### src/rtl/hkspi_master_wb_if.sv
// Wishbone slave bundle for hkspi_master_wb: strobe/cycle/write-enable, byte selects,
// address and data in both directions, plus the registered acknowledge.
interface hkspi_master_wb_if;
  logic        wb_stb_i;
  logic        wb_cyc_i;
  logic        wb_we_i;
  logic [3:0]  wb_sel_i;
  logic [31:0] wb_dat_i;
  logic [31:0] wb_adr_i;
  logic        wb_ack_o;
  logic [31:0] wb_dat_o;

  modport slave (
    input  wb_stb_i, wb_cyc_i, wb_we_i, wb_sel_i, wb_dat_i, wb_adr_i,
    output wb_ack_o, wb_dat_o
  );

  modport master (
    output wb_stb_i, wb_cyc_i, wb_we_i, wb_sel_i, wb_dat_i, wb_adr_i,
    input  wb_ack_o, wb_dat_o
  );
endinterface

### src/rtl/hkspi_master_wb.sv
// Wishbone-controlled mode-0 SPI master issuing 24-bit housekeeping register frames (cmd, addr, data).
// Optional HKSPI_MASTER_IRQ_EN adds an irq output (done & CTRL[17] ien, readback at STATUS[11]).
module hkspi_master_wb #(
  parameter logic [31:0] BASE_ADR   = 32'h2600_0000,
  parameter logic [7:0]  CLKDIV_RST = 8'd1
) (
  input  logic                    wb_clk_i,
  input  logic                    resetn,
  hkspi_master_wb_if.slave        wb,
  output logic                    CSB,
  output logic                    SCK,
  output logic                    SDI,
  input  logic                    SDO
`ifdef HKSPI_MASTER_IRQ_EN
  ,
  output logic                    irq
`endif
);
  typedef enum logic [1:0] {ST_IDLE = 2'd0, ST_SETUP = 2'd1, ST_HIGH = 2'd2, ST_LOW = 2'd3} state_t;

  state_t      state_r, state_nxt_s;
  logic [7:0]  cnt_r, cnt_nxt_s, div_r, div_lat_r, rdata_r, rx_r, rx_nxt_s;
  logic [23:0] shift_r, shift_nxt_s, frame_s;
  logic [4:0]  bits_r, bits_nxt_s;
  logic        rw_r, done_r, ovr_r, ack_r, csb_r, sck_r, sdi_r;
  logic        done_nxt_s, ovr_nxt_s, ien_s;
  logic [31:0] dat_r, rd_mux_s, status_s;
  logic [1:0]  off_s;
  logic        req_s, ctrl_wr_s, div_wr_s, stat_rd_s, start_s, busy_s, phase_end_s, frame_end_s;
  logic        unused_s;

  assign req_s       = wb.wb_stb_i & wb.wb_cyc_i & ~ack_r & (wb.wb_adr_i[31:4] == BASE_ADR[31:4]);
  assign off_s       = wb.wb_adr_i[3:2];
  assign ctrl_wr_s   = req_s & wb.wb_we_i & (off_s == 2'd0);
  assign div_wr_s    = req_s & wb.wb_we_i & (off_s == 2'd2);
  assign stat_rd_s   = req_s & ~wb.wb_we_i & (off_s == 2'd1);
  assign busy_s      = (state_r != ST_IDLE);
  assign start_s     = ctrl_wr_s & ~busy_s;
  assign phase_end_s = (cnt_r == div_lat_r);
  assign frame_end_s = (state_r == ST_LOW) & phase_end_s & (bits_r == 5'd24);
  assign frame_s     = {wb.wb_dat_i[16] ? 8'h80 : 8'h40, wb.wb_dat_i[7:0],
                        wb.wb_dat_i[16] ? wb.wb_dat_i[15:8] : 8'h00};
  assign status_s    = {20'd0, ien_s, ovr_r, done_r, busy_s, rdata_r};

  // Frame sequencer: phase counter, bit shifter and SDO capture
  always_comb begin
    state_nxt_s = state_r;
    cnt_nxt_s   = cnt_r;
    shift_nxt_s = shift_r;
    bits_nxt_s  = bits_r;
    rx_nxt_s    = rx_r;
    case (state_r)
      ST_IDLE: begin
        cnt_nxt_s = 8'd0;
        if (start_s) begin
          state_nxt_s = ST_SETUP;
          shift_nxt_s = frame_s;
          bits_nxt_s  = 5'd0;
          rx_nxt_s    = 8'd0;
        end else begin
          state_nxt_s = ST_IDLE;
        end
      end
      ST_SETUP: begin
        if (phase_end_s) begin
          state_nxt_s = ST_HIGH;
          cnt_nxt_s   = 8'd0;
        end else begin
          cnt_nxt_s = cnt_r + 8'd1;
        end
      end
      ST_HIGH: begin
        // SDO is taken on the last clock of the high phase; data advances as SCK falls
        if (phase_end_s) begin
          state_nxt_s = ST_LOW;
          cnt_nxt_s   = 8'd0;
          shift_nxt_s = {shift_r[22:0], 1'b0};
          rx_nxt_s    = {rx_r[6:0], SDO};
          bits_nxt_s  = bits_r + 5'd1;
        end else begin
          cnt_nxt_s = cnt_r + 8'd1;
        end
      end
      ST_LOW: begin
        if (phase_end_s) begin
          cnt_nxt_s   = 8'd0;
          state_nxt_s = (bits_r == 5'd24) ? ST_IDLE : ST_HIGH;
        end else begin
          cnt_nxt_s = cnt_r + 8'd1;
        end
      end
      default: begin
        state_nxt_s = ST_IDLE;
        cnt_nxt_s   = 8'd0;
      end
    endcase
  end

  // Sequencer state and registered SPI pins
  always_ff @(posedge wb_clk_i or negedge resetn) begin
    if (!resetn) begin
      state_r   <= ST_IDLE;
      cnt_r     <= 8'd0;
      shift_r   <= 24'd0;
      bits_r    <= 5'd0;
      rx_r      <= 8'd0;
      div_lat_r <= 8'd0;
      rw_r      <= 1'b0;
      csb_r     <= 1'b1;
      sck_r     <= 1'b0;
      sdi_r     <= 1'b0;
    end else begin
      state_r   <= state_nxt_s;
      cnt_r     <= cnt_nxt_s;
      shift_r   <= shift_nxt_s;
      bits_r    <= bits_nxt_s;
      rx_r      <= rx_nxt_s;
      div_lat_r <= start_s ? div_r : div_lat_r;
      rw_r      <= start_s ? wb.wb_dat_i[16] : rw_r;
      csb_r     <= (state_nxt_s == ST_IDLE);
      sck_r     <= (state_nxt_s == ST_HIGH);
      sdi_r     <= (state_nxt_s != ST_IDLE) & shift_nxt_s[23];
    end
  end

  // Sticky flags: a completing frame outranks a clearing STATUS read
  always_comb begin
    done_nxt_s = done_r;
    ovr_nxt_s  = ovr_r;
    if (frame_end_s) begin
      done_nxt_s = 1'b1;
    end else if (stat_rd_s) begin
      done_nxt_s = 1'b0;
    end else begin
      done_nxt_s = done_r;
    end
    if (ctrl_wr_s && busy_s) begin
      ovr_nxt_s = 1'b1;
    end else if (stat_rd_s) begin
      ovr_nxt_s = 1'b0;
    end else begin
      ovr_nxt_s = ovr_r;
    end
  end

  // Read-data multiplexer
  always_comb begin
    rd_mux_s = 32'd0;
    case (off_s)
      2'd1:    rd_mux_s = status_s;
      2'd2:    rd_mux_s = {24'd0, div_r};
      default: rd_mux_s = 32'd0;
    endcase
  end

  // Bus-side registers, acknowledge and status
  always_ff @(posedge wb_clk_i or negedge resetn) begin
    if (!resetn) begin
      ack_r   <= 1'b0;
      dat_r   <= 32'd0;
      div_r   <= CLKDIV_RST;
      rdata_r <= 8'd0;
      done_r  <= 1'b0;
      ovr_r   <= 1'b0;
    end else begin
      ack_r   <= req_s;
      dat_r   <= (req_s && !wb.wb_we_i) ? rd_mux_s : 32'd0;
      div_r   <= div_wr_s ? wb.wb_dat_i[7:0] : div_r;
      rdata_r <= (frame_end_s && !rw_r) ? rx_r : rdata_r;
      done_r  <= done_nxt_s;
      ovr_r   <= ovr_nxt_s;
    end
  end

`ifdef HKSPI_MASTER_IRQ_EN
  logic ien_r, ien_nxt_s, irq_r;
  assign ien_nxt_s = start_s ? wb.wb_dat_i[17] : ien_r;
  assign ien_s     = ien_r;
  assign irq       = irq_r;
  assign unused_s  = ^{wb.wb_sel_i, wb.wb_adr_i[1:0], wb.wb_dat_i[31:18]};

  // Interrupt enable and registered interrupt level
  always_ff @(posedge wb_clk_i or negedge resetn) begin
    if (!resetn) begin
      ien_r <= 1'b0;
      irq_r <= 1'b0;
    end else begin
      ien_r <= ien_nxt_s;
      irq_r <= done_nxt_s & ien_nxt_s;
    end
  end
`else
  assign ien_s    = 1'b0;
  assign unused_s = ^{wb.wb_sel_i, wb.wb_adr_i[1:0], wb.wb_dat_i[31:17]};
`endif

  assign wb.wb_ack_o = ack_r;
  assign wb.wb_dat_o = dat_r;
  assign CSB         = csb_r;
  assign SCK         = sck_r;
  assign SDI         = sdi_r;
endmodule

### src/flat_wrapper.sv
// flat-port wrapper written by rule: the top's interface ports become plain ports
module hkspi_master_wb_flat 
#(
  parameter logic [31:0] BASE_ADR   = 32'h2600_0000,
  parameter logic [7:0]  CLKDIV_RST = 8'd1
)
  (wb_clk_i, resetn, CSB, SCK, SDI, SDO, wb_wb_stb_i, wb_wb_cyc_i, wb_wb_we_i, wb_wb_sel_i, wb_wb_dat_i, wb_wb_adr_i, wb_wb_ack_o, wb_wb_dat_o);
  hkspi_master_wb_if wb_i ();
  input  logic wb_clk_i;
  input  logic resetn;
  output logic CSB;
  output logic SCK;
  output logic SDI;
  input  logic SDO;
  input wire logic [$bits(wb_i.wb_stb_i)-1:0] wb_wb_stb_i;
  input wire logic [$bits(wb_i.wb_cyc_i)-1:0] wb_wb_cyc_i;
  input wire logic [$bits(wb_i.wb_we_i)-1:0] wb_wb_we_i;
  input wire logic [$bits(wb_i.wb_sel_i)-1:0] wb_wb_sel_i;
  input wire logic [$bits(wb_i.wb_dat_i)-1:0] wb_wb_dat_i;
  input wire logic [$bits(wb_i.wb_adr_i)-1:0] wb_wb_adr_i;
  output wire logic [$bits(wb_i.wb_ack_o)-1:0] wb_wb_ack_o;
  output wire logic [$bits(wb_i.wb_dat_o)-1:0] wb_wb_dat_o;
  assign wb_i.wb_stb_i = wb_wb_stb_i;
  assign wb_i.wb_cyc_i = wb_wb_cyc_i;
  assign wb_i.wb_we_i = wb_wb_we_i;
  assign wb_i.wb_sel_i = wb_wb_sel_i;
  assign wb_i.wb_dat_i = wb_wb_dat_i;
  assign wb_i.wb_adr_i = wb_wb_adr_i;
  assign wb_wb_ack_o = wb_i.wb_ack_o;
  assign wb_wb_dat_o = wb_i.wb_dat_o;
  hkspi_master_wb #(.BASE_ADR(BASE_ADR), .CLKDIV_RST(CLKDIV_RST)) u_core (.wb_clk_i(wb_clk_i), .resetn(resetn), .wb(wb_i), .CSB(CSB), .SCK(SCK), .SDI(SDI), .SDO(SDO));
endmodule
### config.mk
export PLATFORM = sky130hd
export DESIGN_NAME = hkspi_master_wb_flat
export DESIGN_NICKNAME = d
export VERILOG_FILES = /design/src/rtl/hkspi_master_wb_if.sv /design/src/rtl/hkspi_master_wb.sv /design/src/flat_wrapper.sv
export SDC_FILE = /design/constraint.sdc
export NUM_CORES = 1
export LEC_CHECK = 0
export BUFFER_PORTS_ARGS = -buffer_cell sky130_fd_sc_hd__buf_4
export CELL_PAD_IN_SITES_DETAIL_PLACEMENT = 1
export CELL_PAD_IN_SITES_GLOBAL_PLACEMENT = 2
export CORE_MARGIN = 2
export CORE_UTILIZATION = 33
export DETAILED_ROUTE_END_ITERATION = 10
export PLACE_DENSITY_LB_ADDON = 0.15
export SLEW_MARGIN = 40
export SYNTH_ARGS = -nofsm -noshare
export SYNTH_HDL_FRONTEND = slang
export SYNTH_SLANG_ARGS = --single-unit
### constraint.sdc
create_clock -name wb_clk_i -period 2.8 [get_ports wb_clk_i]
set_input_delay 0.56 -clock wb_clk_i [delete_from_list [all_inputs] [get_ports wb_clk_i]]
set_output_delay 0.56 -clock wb_clk_i [all_outputs]
set_load 0.01 [all_outputs]
; Yosys cells after proc, flatten, opt, wreduce, memory -nomap -nowiden
; Cells that the tools add are included.
; W data, S select, Z words.
[word_totals]
word_cells = 84
inputBits = 74
regBits = 110
out_inout_bits = 36
[classes]
n_addsub = 2
muxes = 24
n_reduce_logical = 15
n_bitwise = 15
eq_ne = 11
[ops]
columns = cell, n
row1 = $mux W24, 2
row2 = $pmux W24 S2, 1
row3 = $mux W8, 5
row4 = $pmux W8 S2, 2
row5 = $eq A28 B26 Y1 const B, 1
row6 = $pmux W11 S2, 1
row7 = $and A1 B1 Y1, 12
row8 = $mux W11, 1
row9 = $mux W5, 2
row10 = $pmux W5 S2, 1
row11 = $reduce_bool A2 Y1, 5
row12 = $add A8 B1 Y8 const B, 1
row13 = $eq A2 B2 Y1 const B, 4
row14 = $eq A8 B8 Y1, 1
row15 = $mux W2, 4
row16 = $pmux W2 S4, 1
row17 = $logic_not A2 Y1, 3
row18 = $add A5 B1 Y5 const B, 1
row19 = $eq A5 B5 Y1 const B, 1
row20 = $eq A2 B1 Y1 const B, 2
row21 = $mux W1, 4
row22 = $ne A2 B1 Y1 const B, 2
row23 = $logic_and A1 B1 Y1, 3
row24 = $not A1 Y1, 3
row25 = 3 further kinds, 4

; Logic depth before layout (Yosys ltp)
[depth]
word_depth = 10
depth_mapped = 7
ltp_nobuf = 6

; Worst setup path before layout
; No wires, ideal clock.
[synth_path]
kind = input -> register
startpoint = in wb_wb_adr_i[22]
endpoint = reg u_core.div_lat_r[0]
path_slack_ps = 634
path_stages = 5
setup_ps = 125
path_buffers = 1
required_ps = 2675
t_arrival_ps = 2042
path_cell_list = nor4b_1 > nand4_1 > nor4_4 > buf_2 > mux2_2
[synth_between]
elab_chain_cells = 5
[synth_lines]
columns = item, line
row1 = start: declaration, flat_wrapper.sv:20  ; input wire logic [$bits(wb_i.wb_adr_i)-1:0] wb_wb_adr_i;
row2 = $eq A28 B26 Y1, hkspi_master_wb.sv:32  ; assign req_s = wb.wb_stb_i & wb.wb_cyc_i & ~ack_r & (wb.wb_adr_i[31:4] == BASE_ADR[31:4]);
row3 = $and A1 B1 Y1, hkspi_master_wb.sv:32
row4 = $and A1 B1 Y1 (2 in series), hkspi_master_wb.sv:34  ; assign ctrl_wr_s = req_s & wb.wb_we_i & (off_s == 2'd0);
row5 = $and A1 B1 Y1, hkspi_master_wb.sv:38  ; assign start_s = ctrl_wr_s & ~busy_s;
row6 = end signal: assignment, hkspi_master_wb.sv:118  ; div_lat_r <= start_s ? div_r : div_lat_r;
row7 = end: declaration, hkspi_master_wb.sv:22  ; logic [7:0] cnt_r, cnt_nxt_s, div_r, div_lat_r, rdata_r, rx_r, rx_nxt_s;
; Every way passes these cells.
; A chain may end at the register's enable or synchronous reset.

; Worst setup path after layout
[layout_path]
startpoint = reg u_core.ack_r (netlist: u_core.wb.wb_ack_o)
endpoint = reg u_core.shift_r[1]
[layout_between]
elab_chain_cells = 8
[layout_lines]
columns = item, line
row1 = start: declaration, hkspi_master_wb.sv:25  ; logic rw_r, done_r, ovr_r, ack_r, csb_r, sck_r, sdi_r;
row2 = start signal: assignment, hkspi_master_wb.sv:166  ; ack_r <= req_s;
row3 = $not A1 Y1, hkspi_master_wb.sv:32
row4 = $and A1 B1 Y1 (2 in series), hkspi_master_wb.sv:32
row5 = $and A1 B1 Y1 (2 in series), hkspi_master_wb.sv:34
row6 = $and A1 B1 Y1, hkspi_master_wb.sv:38
row7 = $ne A2 B1 Y1 (no line), n/a
row8 = $reduce_and A3 Y1 (no line), n/a
row9 = end signal: assignment, hkspi_master_wb.sv:115  ; shift_r <= shift_nxt_s;
row10 = end: declaration, hkspi_master_wb.sv:23  ; logic [23:0] shift_r, shift_nxt_s, frame_s;
; Every way passes these cells.

==> out/metrics.csv <==
metric,value,unit
cts_max_path_buffers,2,
dr_wl_met3,300,um
grt-ovfl-total,0,
layout_commonest_cell,dfrtp_1,
cts_root_buf,clkbuf_16,
cp_slowest_stage_delay,0.47,ns
worst-setup-path-type,flip-flop to flip-flop,
floorplan.rows,40,
met2_length,4400,um
path_clk_slew,0.06,ns
skew,0.00658,ns
drv_cap,0,
rrSetupSlack,0.45,ns
drt_iter0_markers,98,
netlist_instances,326,
vias,2714,
worst_setup_path_end_kind,flip-flop,
grtUsageTotal,15.3,%
port_buffers,67,
initial_core_util,33.4,%
topRoutingLayerUsed,met4,
synth_edf_count,0,
fin_crit,2.35,ns
r2r_cells,6,
worstReg2RegStart,u_core.wb.wb_ack_o,
ys_seq_elements,89,
nets,478,
period_share,83.9,%
yosysWarnings,0,
gp_congestion,0.719,
place_inst,534,
ir_worst_vdd,284,uV
slew_headroom,57.8,%
ys.flop_type,dfrtp_1,
rsz0062_at_grt,no,
grt_max_degree,51,
crit_chain,nor4bb_1 -> nand4_1 -> nor4_4 -> buf_12 -> and2_0 -> a221o_1,
fp.dieW,114,um
dr.pass1.iters,4,
async_flop_share,100,%
ios,110,
wirelength,9010,um
avgRoutedWirePerCell,16.4,um
ant_nets,0,
clock_sinks,89,
final_cells,550,
cts_htree_levels,3,
yosys.area.top_type,dfrtp_1,
max_freq,426,MHz
cpMaxStageDelayCell,nor4_4,
m1WireLength,4140,um
layout_common_cells,"87 x dfrtp_1, 74 x buf_4, 28 x mux2_2",
cts_tree,built,
cp_top_family,simple AND/OR/NAND/NOR gates,
grt_pass1_wl,15000,um
synth_top_area_share,54.9,%
p_leak,2.43,nW
dieHeight,114,um
drt-vias-per-instance,4.93,
antenna_found_initial,0,
slew_viol_final,0,
drc_errors,0,
cp_max_fo,24,
cts_resized,0,
hpwl,6470,um
synthTopCellsByArea,"dfrtp_1 55%, mux2_2 8.0%, a22o_1 5.5%, buf_4 4.0%, xnor2_1 2.9%",
p_per_area,552,nW/um^2
status,"finished, final reports clean",
final_hold_viol_count,0,
syn_avg_cell_area,12.2,sq um
insertedDiodeCount,0,
ys_seq_area_share,56.3,%
post_cts_buffers,0,
cp_num_buf_inv,1,
critPathLaunchType,flip-flop,
grt_pass1_vias,2822,
core_area,11900,sq um
synthesis.area,3960,sq um
numCtsBuffers,9,
cts_hold_buffers,0,
fin_setup_tns,0,ns
die_area,12900,sq um
yosysUniqueCellTypes,44,
clkLatencyLatePin,0.35,ns
syn_to_final_growth,24.4,%
r2r-end,u_core.shift_r[1],
setup_viol,0,
tightest_slew,0.631,ns
crit_arrival,2.63,ns
drive_above_1_share,31.8,%
hp-class,input pin to asynchronous set/reset pin,
crit_required,3.08,ns
state kept, by name, indices dropped and copies added, names as in the netlist:
| signal | cells |
|---|---|
| u_core.rw_r | 1 |
| u_core.div_lat_r | 8 |
| u_core.SCK | 1 |
| u_core.done_r | 1 |
| u_core.wb.wb_dat_o | 11 |
| u_core.state_r | 2 |
| u_core.shift_r | 24 |
| u_core.div_r | 8 |
| u_core.bits_r | 5 |
| u_core.rdata_r | 8 |
| u_core.ovr_r | 1 |
| u_core.SDI | 1 |
| u_core.CSB | 1 |
| u_core.rx_r | 8 |
| u_core.cnt_r | 8 |
| u_core.wb.wb_ack_o | 1 |
how the worst max path moves through the flow:
stage / startpoint / end / slack [ns] / depth (start not counted)
2_1_floorplan: wb_wb_adr_i[22] / u_core.div_lat_r[0] / 0.63 / 5
3_3_place_gp: wb_wb_adr_i[18] / u_core.shift_r[1] / 0.16 / 7
3_5_place_dp: wb_wb_adr_i[22] / u_core.shift_r[3] / 0.08 / 7
4_1_cts: u_core.wb.wb_ack_o / u_core.shift_r[1] / 0.37 / 6
5_1_grt: u_core.wb.wb_ack_o / u_core.shift_r[1] / 0.22 / 6
6_report: u_core.wb.wb_ack_o / u_core.shift_r[1] / 0.45 / 6
kinds of logic (layout without fill, tap and decap cells):
group / Yosys count / after routing / share of synthesized area [%]
AND/OR/NAND/NOR: 81 / 81 / 11.1
flip-flops: 89 / 89 / 56.3
XOR/XNOR: 17 / 17 / 3.76
buffers and inverters: 44 / 101 / 6.38
multiplexers: 29 / 29 / 8.21
AO/OA/AOI/OAI: 59 / 59 / 12.3
adder cells (fa/ha/maj): 6 / 6 / 1.89
other: 1 / 21 / 0.0946
cell usage after synthesis (3+ instances only):
library cell	number
nor2b_1	3
xor2_1	4
and2_1	7
nor3_1	5
dfrtp_1	87
a22oi_1	8
a21o_1	9
nand4_1	7
inv_1	9
a22o_1	25
ha_1	6
nand2_1	9
mux2_2	28
clkbuf_1	6
and3_1	3
nor2_1	25
xnor2_1	13
nand3_1	5
a221o_1	7
nor4_1	5
buf_4	21
buf_2	7
per-layer routing:
layer	vias up	global-route usage, %
met5	-	0
met2	42	23.7
met1	1388	20.3
met4	0	6.02
li1	1273	-
met3	11	4.36
stage by stage:
step	hold slack (ns)	utilization (%)	cell area, sq um	power, mW	setup WS, ns
after global placement	0.461	38.8	4600	1.44	0.157
after floorplan	0.264	-	4040	1.37	0.634
final	0.194	41.6	4930	2.72	0.450
after global routing	0.226	41.6	4930	2.83	0.222
after CTS	0.206	41.6	4930	2.77	0.374
after detailed placement	0.466	38.9	4610	1.44	0.0781
area by class of cell:
cell class | instances | area [sq um]
Tap cell | 147 | 184
Fill cell | 1288 | 6930
Clock inverter | 7 | 95.1
Timing Repair Buffer | 76 | 596
Clock buffer | 9 | 225
Sequential cell | 89 | 2230
Multi-Input combinational cell | 213 | 1570
Inverter | 9 | 33.8
report_power, final:
group	total, mW	switching [mW]	leakage, nW	internal (mW)
Clock	1.31	0.524	0.155	0.782
Combinational	0.119	0.0611	1.07	0.0579
Sequential	1.30	0.00455	1.21	1.29
Total	2.72	0.590	2.43	2.13
Note: power is estimated with default switching activity, not from simulation.
